<file path="src/rtl/t05_histogram_rmw_if.sv">
// Symbol handshake, controller status and bin SRAM port bundle for the histogram engine.
// The engine takes the slave modport; the producer/controller/SRAM side takes master.
interface t05_histogram_rmw_if #(
  parameter int SYM_W = 8,
  parameter int CNT_W = 32
);
  logic [SYM_W-1:0] sym_i;
  logic             sym_valid_i;
  logic             sym_ready_o;
  logic             clear_i;
  logic             sram_rd_en_o;
  logic             sram_wr_en_o;
  logic [SYM_W-1:0] sram_addr_o;
  logic [CNT_W-1:0] sram_rdata_i;
  logic [CNT_W-1:0] sram_wdata_o;
  logic [CNT_W-1:0] total_o;
  logic             eof_o;
  logic             complete_o;

  modport slave (
    input  sym_i, sym_valid_i, clear_i, sram_rdata_i,
    output sym_ready_o, sram_rd_en_o, sram_wr_en_o, sram_addr_o, sram_wdata_o,
           total_o, eof_o, complete_o
  );

  modport master (
    output sym_i, sym_valid_i, clear_i, sram_rdata_i,
    input  sym_ready_o, sram_rd_en_o, sram_wr_en_o, sram_addr_o, sram_wdata_o,
           total_o, eof_o, complete_o
  );
endinterface

</file>
<file path="src/rtl/t05_histogram_rmw.sv">
// Symbol histogram engine: per-symbol read-modify-write of an external bin SRAM, EOF detect, clear sweep.
// Latency: bin written 2 cycles after accept, 1 symbol per 3 cycles; clear sweep takes 2**SYM_W cycles.
// Backpressure: sym_ready_o only in IDLE without clear_i; HIST_SAT_EN selects saturating counters.
module t05_histogram_rmw #(
  parameter int               SYM_W   = 8,
  parameter int               CNT_W   = 32,
  parameter logic [SYM_W-1:0] EOF_SYM = 8'h1A
) (
  input logic                 clk,
  input logic                 rst,
  t05_histogram_rmw_if.slave  bus
);

  typedef enum logic [2:0] {
    IDLE  = 3'd0,
    READ  = 3'd1,
    WRITE = 3'd2,
    CLEAR = 3'd3,
    DONE  = 3'd4
  } state_t;

  state_t           state;
  logic [SYM_W-1:0] sym_q;
  logic [SYM_W-1:0] sweep_q;
  logic [CNT_W-1:0] total_q;
  logic             eof_q;
  logic             complete_q;

  function automatic logic [CNT_W-1:0] inc(input logic [CNT_W-1:0] x);
`ifdef HIST_SAT_EN
    return (x == {CNT_W{1'b1}}) ? x : x + 1'b1;
`else
    return x + 1'b1;
`endif
  endfunction

  // Outputs are gated by rst so a WRITE interrupted by reset never reaches the SRAM.
  always_comb begin
    bus.sym_ready_o  = 1'b0;
    bus.sram_rd_en_o = 1'b0;
    bus.sram_wr_en_o = 1'b0;
    bus.sram_addr_o  = sym_q;
    bus.sram_wdata_o = '0;
    if (!rst) begin
      case (state)
        IDLE:  bus.sym_ready_o = !bus.clear_i;
        READ:  bus.sram_rd_en_o = 1'b1;
        WRITE: begin
          bus.sram_wr_en_o = 1'b1;
          bus.sram_wdata_o = inc(bus.sram_rdata_i);
        end
        CLEAR: begin
          bus.sram_wr_en_o = 1'b1;
          bus.sram_addr_o  = sweep_q;
        end
        default: ;
      endcase
    end
  end

  always_ff @(posedge clk) begin
    if (rst) begin
      state      <= IDLE;
      sym_q      <= '0;
      sweep_q    <= '0;
      total_q    <= '0;
      eof_q      <= 1'b0;
      complete_q <= 1'b0;
    end else begin
      eof_q <= 1'b0;
      case (state)
        IDLE: begin
          if (bus.clear_i) begin
            state      <= CLEAR;
            total_q    <= '0;
            complete_q <= 1'b0;
          end else if (bus.sym_valid_i) begin
            if (bus.sym_i != EOF_SYM) begin
              sym_q <= bus.sym_i;
              state <= READ;
            end else begin
              eof_q      <= 1'b1;
              complete_q <= 1'b1;
              state      <= DONE;
            end
          end
        end
        READ: state <= WRITE;
        WRITE: begin
          total_q <= inc(total_q);
          state   <= IDLE;
        end
        CLEAR: begin
          sweep_q <= sweep_q + 1'b1;
          if (sweep_q == {SYM_W{1'b1}}) state <= IDLE;
        end
        DONE: begin
          if (bus.clear_i) begin
            state      <= CLEAR;
            total_q    <= '0;
            complete_q <= 1'b0;
          end
        end
        default: state <= IDLE;
      endcase
    end
  end

  assign bus.total_o    = total_q;
  assign bus.eof_o      = eof_q;
  assign bus.complete_o = complete_q;

endmodule

</file>
<file path="src/flat_wrapper.sv">
// flat-port wrapper written by rule: the top's interface ports become plain ports
module t05_histogram_rmw_flat 
#(
  parameter int               SYM_W   = 8,
  parameter int               CNT_W   = 32,
  parameter logic [SYM_W-1:0] EOF_SYM = 8'h1A
)
  (clk, rst, bus_sym_i, bus_sym_valid_i, bus_clear_i, bus_sram_rdata_i, bus_sym_ready_o, bus_sram_rd_en_o, bus_sram_wr_en_o, bus_sram_addr_o, bus_sram_wdata_o, bus_total_o, bus_eof_o, bus_complete_o);
  t05_histogram_rmw_if #(.SYM_W(SYM_W), .CNT_W(CNT_W)) bus_i ();
  input logic clk;
  input logic rst;
  input wire logic [$bits(bus_i.sym_i)-1:0] bus_sym_i;
  input wire logic [$bits(bus_i.sym_valid_i)-1:0] bus_sym_valid_i;
  input wire logic [$bits(bus_i.clear_i)-1:0] bus_clear_i;
  input wire logic [$bits(bus_i.sram_rdata_i)-1:0] bus_sram_rdata_i;
  output wire logic [$bits(bus_i.sym_ready_o)-1:0] bus_sym_ready_o;
  output wire logic [$bits(bus_i.sram_rd_en_o)-1:0] bus_sram_rd_en_o;
  output wire logic [$bits(bus_i.sram_wr_en_o)-1:0] bus_sram_wr_en_o;
  output wire logic [$bits(bus_i.sram_addr_o)-1:0] bus_sram_addr_o;
  output wire logic [$bits(bus_i.sram_wdata_o)-1:0] bus_sram_wdata_o;
  output wire logic [$bits(bus_i.total_o)-1:0] bus_total_o;
  output wire logic [$bits(bus_i.eof_o)-1:0] bus_eof_o;
  output wire logic [$bits(bus_i.complete_o)-1:0] bus_complete_o;
  assign bus_i.sym_i = bus_sym_i;
  assign bus_i.sym_valid_i = bus_sym_valid_i;
  assign bus_i.clear_i = bus_clear_i;
  assign bus_i.sram_rdata_i = bus_sram_rdata_i;
  assign bus_sym_ready_o = bus_i.sym_ready_o;
  assign bus_sram_rd_en_o = bus_i.sram_rd_en_o;
  assign bus_sram_wr_en_o = bus_i.sram_wr_en_o;
  assign bus_sram_addr_o = bus_i.sram_addr_o;
  assign bus_sram_wdata_o = bus_i.sram_wdata_o;
  assign bus_total_o = bus_i.total_o;
  assign bus_eof_o = bus_i.eof_o;
  assign bus_complete_o = bus_i.complete_o;
  t05_histogram_rmw #(.SYM_W(SYM_W), .CNT_W(CNT_W), .EOF_SYM(EOF_SYM)) u_core (.clk(clk), .rst(rst), .bus(bus_i));
endmodule
</file>
<file path="config.mk">
export PLATFORM = sky130hd
export DESIGN_NAME = t05_histogram_rmw_flat
export DESIGN_NICKNAME = d
export VERILOG_FILES = /design/src/rtl/t05_histogram_rmw_if.sv /design/src/rtl/t05_histogram_rmw.sv /design/src/flat_wrapper.sv
export SDC_FILE = /design/constraint.sdc
export NUM_CORES = 1
export LEC_CHECK = 0
export ABC_CLOCK_PERIOD_IN_PS = 2800
export BUFFER_PORTS_ARGS = -buffer_cell sky130_fd_sc_hd__buf_2
export CAP_MARGIN = 40
export CELL_PAD_IN_SITES_DETAIL_PLACEMENT = 0
export CELL_PAD_IN_SITES_GLOBAL_PLACEMENT = 2
export CORE_AREA = 2 2 110 123
export DETAILED_ROUTE_END_ITERATION = 12
export DIE_AREA = 0 0 112 125
export HOLD_SLACK_MARGIN = 0.03
export PLACE_DENSITY = 0.86
export SLEW_MARGIN = 20
export SYNTH_ARGS = -nofsm -noshare
export SYNTH_HDL_FRONTEND = slang
export SYNTH_SLANG_ARGS = --single-unit
</file>
<file path="constraint.sdc">
create_clock -name clk -period 2.8 [get_ports clk]
set_input_delay 0.28 -clock clk [delete_from_list [all_inputs] [get_ports clk]]
set_output_delay 0.28 -clock clk [all_outputs]
set_load 0.02 [all_outputs]
</file>
==> flow_summary.toml, run 1 <==
[run_status]
status = "finished, final reports clean"

[worst_hold_path]
holdCritPathClass = "in2reg"

[pwr]
p_per_area_mw_per_mm2 = 388
power.internal_mw = 1.24
swShare = 0.281
p_switching_mw = 0.484
p_clk_frac = 0.366
p_leak_nw = 1.78
p_comb_frac = 0.179
seqPwrFrac = 0.456
ir_drop_v = 0.000227

[setup_path]
path_cells = "or4b_2 -> buf_4 -> nor2_1 -> buf_2"
ff2ff_path_depth = 4
cp.arrival_ns = 2.36
required_ns = 2.52
r2r_setup_slack_ns = 0.64
cp-start-kind = "flop"
end_kind = "primary output"
critPathKind = "reg2out"
worstSetupEndpoint = "bus_sram_wdata_o[14]"
r2r_end = "u_core.bus.total_o[19]"
reg2reg_from = "u_core.bus.total_o[6]"
critPathLaunch = "u_core.state[1]"
path_max_fanout = 16
cp_slowest_cell = "or4b_2"
cpPeakStageDelay_ns = 0.85

[layout]
drive_above_1_share = 0.277
layout_common_cells = "buf_2, dfxtp_1, nor2_1"
final_common_cell = "buf_2"
antenna_cells = 0
instances_no_fill = 728
num-fill-cells = 1427
fin_nets = 614
syn2layout_area_growth_pct = 27.1

[die]
dieArea_mm2 = 0.0140
core_mm2 = 0.0129
rows = 44
pin_count = 121
die_h_um = 125
die_x_um = 112
start_util = 0.271

[grt]
met1_usage = 0.174
grt_max_degree = 28
grt_util_met2 = 0.234
groute.usage.overall = 0.136
grt_pass1_wl_um = 16100
antenna_found_initial = 0
grt_overflow_total = 0
top_usage_layer = "met2"
grt_pass1_vias = 3356
grt_util_met3 = 0.0291

[detailed_routing]
wire_per_inst_um = 13.8
dr.pass1.iters = 4
wirelength_um = 10000
drc = 0
drt-initial-drc-count = 256
ant_nets = 0
vias = 3763
viasPerCell = 5.17

[yosys]
netlist_area_mm2 = 0.00349
synth-main-ff-cell = "dfxtp_1"
synth_nets = 499
synth-seq-cells = 53
ys_seq_area_frac = 0.304
ys_warn_count = 0
synth-edff-count = 0
synth_cells = 452
syn-mean-instance-area_um2 = 7.72
yosysUniqueCellTypes = 52
async_reset_ff_frac = 0

[sta]
fmax_mhz = 379
period_minus_slack_ns = 2.64
rsz0062_at_grt = "no"
skew_ns = 0.00757
hold_violations = 0
maxSlewHeadroom = 0.595
setup_ws_ns = 0.162
drv_slew = 0
finalCritPeriodShare = 0.942
setup_viol = 0
worst_pin_slew_ns = 0.608
fin_setup_tns_ns = 0

[clocking]
cts_inserted_buffers = 5
cts-root-buf = "clkbuf_16"
clk_pin_slew_ns = 0.06
cts_resized = 0
cts_buffer_depth = 2
cts.sinks = 53
cts_hold_buf = 0
postCtsSetupBuffers = 0
clkLatencyLatePin_ns = 0.30
tritoncts = "done"
htree_levels = 2

[place]
dp_cells = 721
port_buffers = 120
gp_congestion = 0.815
pre_cts_slack_ns = 0.263
place_hpwl_um = 7790

[job]
drv_cap = 0
## sequential cells by signal, indices dropped and copies added, names as in the netlist
signal	flops
u_core.sym_q	8
u_core.bus.eof_o	1
u_core.state	3
u_core.bus.complete_o	1
u_core.bus.total_o	32
u_core.sweep_q	8
## logic make-up after synthesis
| family | count (synthesis) | synth area share |
|---|---|---|
| DFF | 53 | 0.304 |
| adders and majority gates | 3 | 0.0108 |
| AOI/OAI and AO/OA | 92 | 0.157 |
| muxes | 27 | 0.0810 |
| buffers and inverters | 40 | 0.0459 |
| and+or+nand+nor | 215 | 0.346 |
| xor gates and xnor gates | 22 | 0.0552 |
## synthesized netlist by cell type (2+ instances only)
library cell	instances	share of area
or4_1	18	0.039
mux2_2	10	0.032
a211oi_1	2	0.0043
o21ai_0	18	0.026
ha_1	3	0.011
xnor2_1	18	0.045
and4_1	8	0.020
o21a_1	2	0.0043
nor4b_1	2	0.0050
inv_1	14	0.015
or4b_2	2	0.0057
nor4_1	12	0.022
o211ai_1	2	0.0043
nand4_1	13	0.023
nor3_1	11	0.016
nand2b_1	12	0.022
nand2_1	31	0.033
clkbuf_1	19	0.020
a22oi_1	2	0.0043
o31ai_1	16	0.034
and3_1	6	0.011
buf_1	4	0.0043
dfxtp_1	53	0.30
xor2_1	4	0.010
nand3_1	21	0.030
nor2b_1	2	0.0036
buf_2	2	0.0029
a21oi_1	40	0.057
mux2i_1	17	0.049
and2_1	7	0.013
or3_1	16	0.029
nor2_1	45	0.048
## cell type report
cell class                 count  area, µm²  area share
sequential                    53       1060       0.239
multi-input combinational    359       2270       0.511
clock buffer                   6        139      0.0313
inverter                      14       52.6      0.0118
clock inverter                 1       7.51     0.00169
timing repair buffer         134        706       0.159
tap                          161        201      0.0454
## power by group through the flow
stage	Combinational, mW	Sequential [mW]	Clock, mW
floorplan	0.194	0.793	0
global placement	0.307	0.801	0
detailed placement	0.311	0.803	0
CTS	0.312	0.785	0.657
global route	0.342	0.788	0.683
finish	0.308	0.785	0.630
## worst min-delay path by stage
stage / end / slack (ns) / cells after the start / from
after global routing: u_core.sym_q[1] / 0.25 / 3 / bus_sym_i[1]
final: u_core.sym_q[5] / 0.23 / 3 / bus_sym_i[5]
after floorplan: u_core.sym_q[0] / 0.42 / 2 / bus_sym_i[0]
after detailed placement: u_core.bus.complete_o / 0.47 / 2 / u_core.bus.complete_o
after global placement: u_core.bus.total_o[28] / 0.46 / 2 / u_core.bus.total_o[28]
after CTS: u_core.sym_q[5] / 0.23 / 3 / bus_sym_i[5]
## routing by layer
metal	up-vias	share of wire	routed length (µm)
met4	0	0.013	135
met5	-	0	0
met1	1755	0.45	4540
li1	1902	-	-
met3	13	0.052	523
met2	93	0.48	4820
## stage by stage
stage | util | hold slack [ns] | power [mW] | instance area (µm²)
2_1_floorplan | - | 0.424 | 0.987 | 3490
3_3_place_gp | 0.332 | 0.462 | 1.11 | 4280
3_5_place_dp | 0.333 | 0.465 | 1.11 | 4290
4_1_cts | 0.344 | 0.231 | 1.75 | 4440
5_1_grt | 0.344 | 0.247 | 1.81 | 4440
6_report | 0.344 | 0.233 | 1.72 | 4440
## critical path, delay by kind of cell (launching register included)
kind          cells  cell delay [ns]
simple gates      2             1.01
flops             1             0.59
buf+inv           2             0.48
Note: power is estimated with default switching activity, not from simulation.
==> run 2: changes to the inputs <==
--- a/config.mk
+++ b/config.mk
@@ -5,7 +5,7 @@
 export SDC_FILE = /design/constraint.sdc
 export NUM_CORES = 1
 export LEC_CHECK = 0
-export ABC_CLOCK_PERIOD_IN_PS = 2800
+export ABC_CLOCK_PERIOD_IN_PS = 2900
 export BUFFER_PORTS_ARGS = -buffer_cell sky130_fd_sc_hd__buf_2
 export CAP_MARGIN = 40
 export CELL_PAD_IN_SITES_DETAIL_PLACEMENT = 0
==> constraint.sdc (replaced) <==
create_clock -name clk -period 2.9 [get_ports clk]
set_input_delay 0.29 -clock clk [delete_from_list [all_inputs] [get_ports clk]]
set_output_delay 0.29 -clock clk [all_outputs]
set_load 0.02 [all_outputs]
==> flow_summary.toml, run 2 (same netlist as run 1, synthesis figures left out) <==
[worst_hold_path]
whs_path_depth = 3
hold_start = "bus_sym_i[3]"
min_to = "u_core.sym_q[3]"
holdCritPathClass = "in2reg"

[pwr]
swShare = 0.282
p_leak_nw = 1.77
ir_drop_v = 0.000253
p_clk_frac = 0.367
seqPwrFrac = 0.453
p_comb_frac = 0.180
totalPowerFinal_mw = 1.67
power.internal_mw = 1.20
p_switching_mw = 0.470
p_per_area_mw_per_mm2 = 377

[place]
gp_congestion = 0.766
port_buffers = 120
place_hpwl_um = 7740
dpl_cell_area_mm2 = 0.00427
pre_cts_slack_ns = 0.336

[clocking]
cts_resized = 0
cts_buffer_depth = 2
clk_pin_slew_ns = 0.07
cts-root-buf = "clkbuf_16"
clkLatencyLatePin_ns = 0.29
cts_hold_buf = 0
htree_levels = 2
cts_inserted_buffers = 5
cts.sinks = 53
tritoncts = "done"
postCtsSetupBuffers = 0

[layout]
final_common_cell = "buf_2"
fin_nets = 612
num-fill-cells = 1408
syn2layout_area_growth_pct = 26.7
antenna_cells = 0
layout_common_cells = "buf_2, dfxtp_1, nor2_1"
final_area_mm2 = 0.00442
multi_input_area_mm2 = 0.00227
drive_above_1_share = 0.274
regArea_mm2 = 0.00106
largest_register_ffs = 32

[sta]
maxSlewHeadroom = 0.534
drv_slew = 0
fin_setup_tns_ns = 0
setup_viol = 0
rsz0062_at_grt = "no"
period_minus_slack_ns = 2.70
finalCritPeriodShare = 0.930
hold_violations = 0
worst_pin_slew_ns = 0.693
setup_ws_ns = 0.203
fmax_mhz = 371
skew_ns = 0.00842

[setup_path]
critPathTopFamily = "simple AND/OR/NAND/NOR gates"
path_max_fanout = 23
reg2reg_from = "u_core.bus.total_o[6]"
end_kind = "primary output"
r2r_end = "u_core.bus.total_o[19]"
critPathKind = "reg2out"
required_ns = 2.61
path_cells = "or4b_2 -> buf_4 -> a21oi_1 -> buf_2"
cpPeakStageDelay_ns = 0.90
cp-start-kind = "flop"
cp_num_buf_inv = 2
critPathLaunch = "u_core.state[1]"
cp.arrival_ns = 2.41
cp_slowest_cell = "or4b_2"
r2r_setup_slack_ns = 0.75
ff2ff_path_depth = 4
worst-path-stages = 4

[die]
dieArea_mm2 = 0.0140
pin_count = 121
rows = 44
start_util = 0.271
die_h_um = 125
die_x_um = 112
core_mm2 = 0.0129

[detailed_routing]
viasPerCell = 5.20
wirelength_um = 10100
ant_nets = 0
wire_per_inst_um = 13.9
drt-initial-drc-count = 252
dr.pass1.iters = 4
vias = 3774
drc = 0

[grt]
grt_overflow_total = 0
grt_pass1_wl_um = 16500
grt_pass1_vias = 3406
grt_max_degree = 28
groute.usage.overall = 0.139
antenna_found_initial = 0

[run_status]
status = "finished, final reports clean"

[job]
drv_cap = 0
[run 2: cell count changes in the layout (fill, tap and decap cells not counted)]
cell	delta
buf_4	-2
[run 2: power by group through the flow]
stage	sequential [mW]	combinational (mW)	clock, mW
finish	0.755	0.300	0.611
global route	0.757	0.335	0.658
CTS	0.755	0.304	0.628
detailed placement	0.772	0.303	0
global placement	0.771	0.298	0
floorplan	0.766	0.187	0
[run 2: final cells by class]
class,count,share of cell area
flip-flops and latches,53,0.240
repair buffers,132,0.156
clock inverters,1,0.00170
well taps,161,0.0456
clock buffers,6,0.0314
multi-input cells,359,0.513
inverters,14,0.0119
[run 2: layer usage]
layer / track usage / up-vias / wire length [µm]
li1: - / 1898 / -
met1: 0.185 / 1776 / 4730
met2: 0.227 / 82 / 4630
met3: 0.0334 / 18 / 517
met4: 0.0323 / 0 / 205
met5: 0 / - / 0
[run 2: through the flow]
stage,hold slack [ns],utilization,std cells
detailed placement,0.473,0.332,719
finish,0.242,0.343,726
global placement,0.464,0.332,719
floorplan,0.434,-,452
global route,0.249,0.343,726
CTS,0.241,0.343,726
[run 2: worst max path at each step]
| stage | to | slack, ns |
|---|---|---|
| after floorplan | bus_sram_wdata_o[30] | 0.49 |
| after global placement | bus_sram_wdata_o[26] | 0.38 |
| after detailed placement | bus_sram_wdata_o[22] | 0.34 |
| after CTS | bus_sram_wdata_o[7] | 0.20 |
| after global routing | bus_sram_wdata_o[24] | 0.02 |
| final | bus_sram_wdata_o[7] | 0.20 |
[run 2: worst min-delay path: stages]
cell	delay [ns]
buf_2	0.08
mux2i_1	0.06
nor2_1	0.07
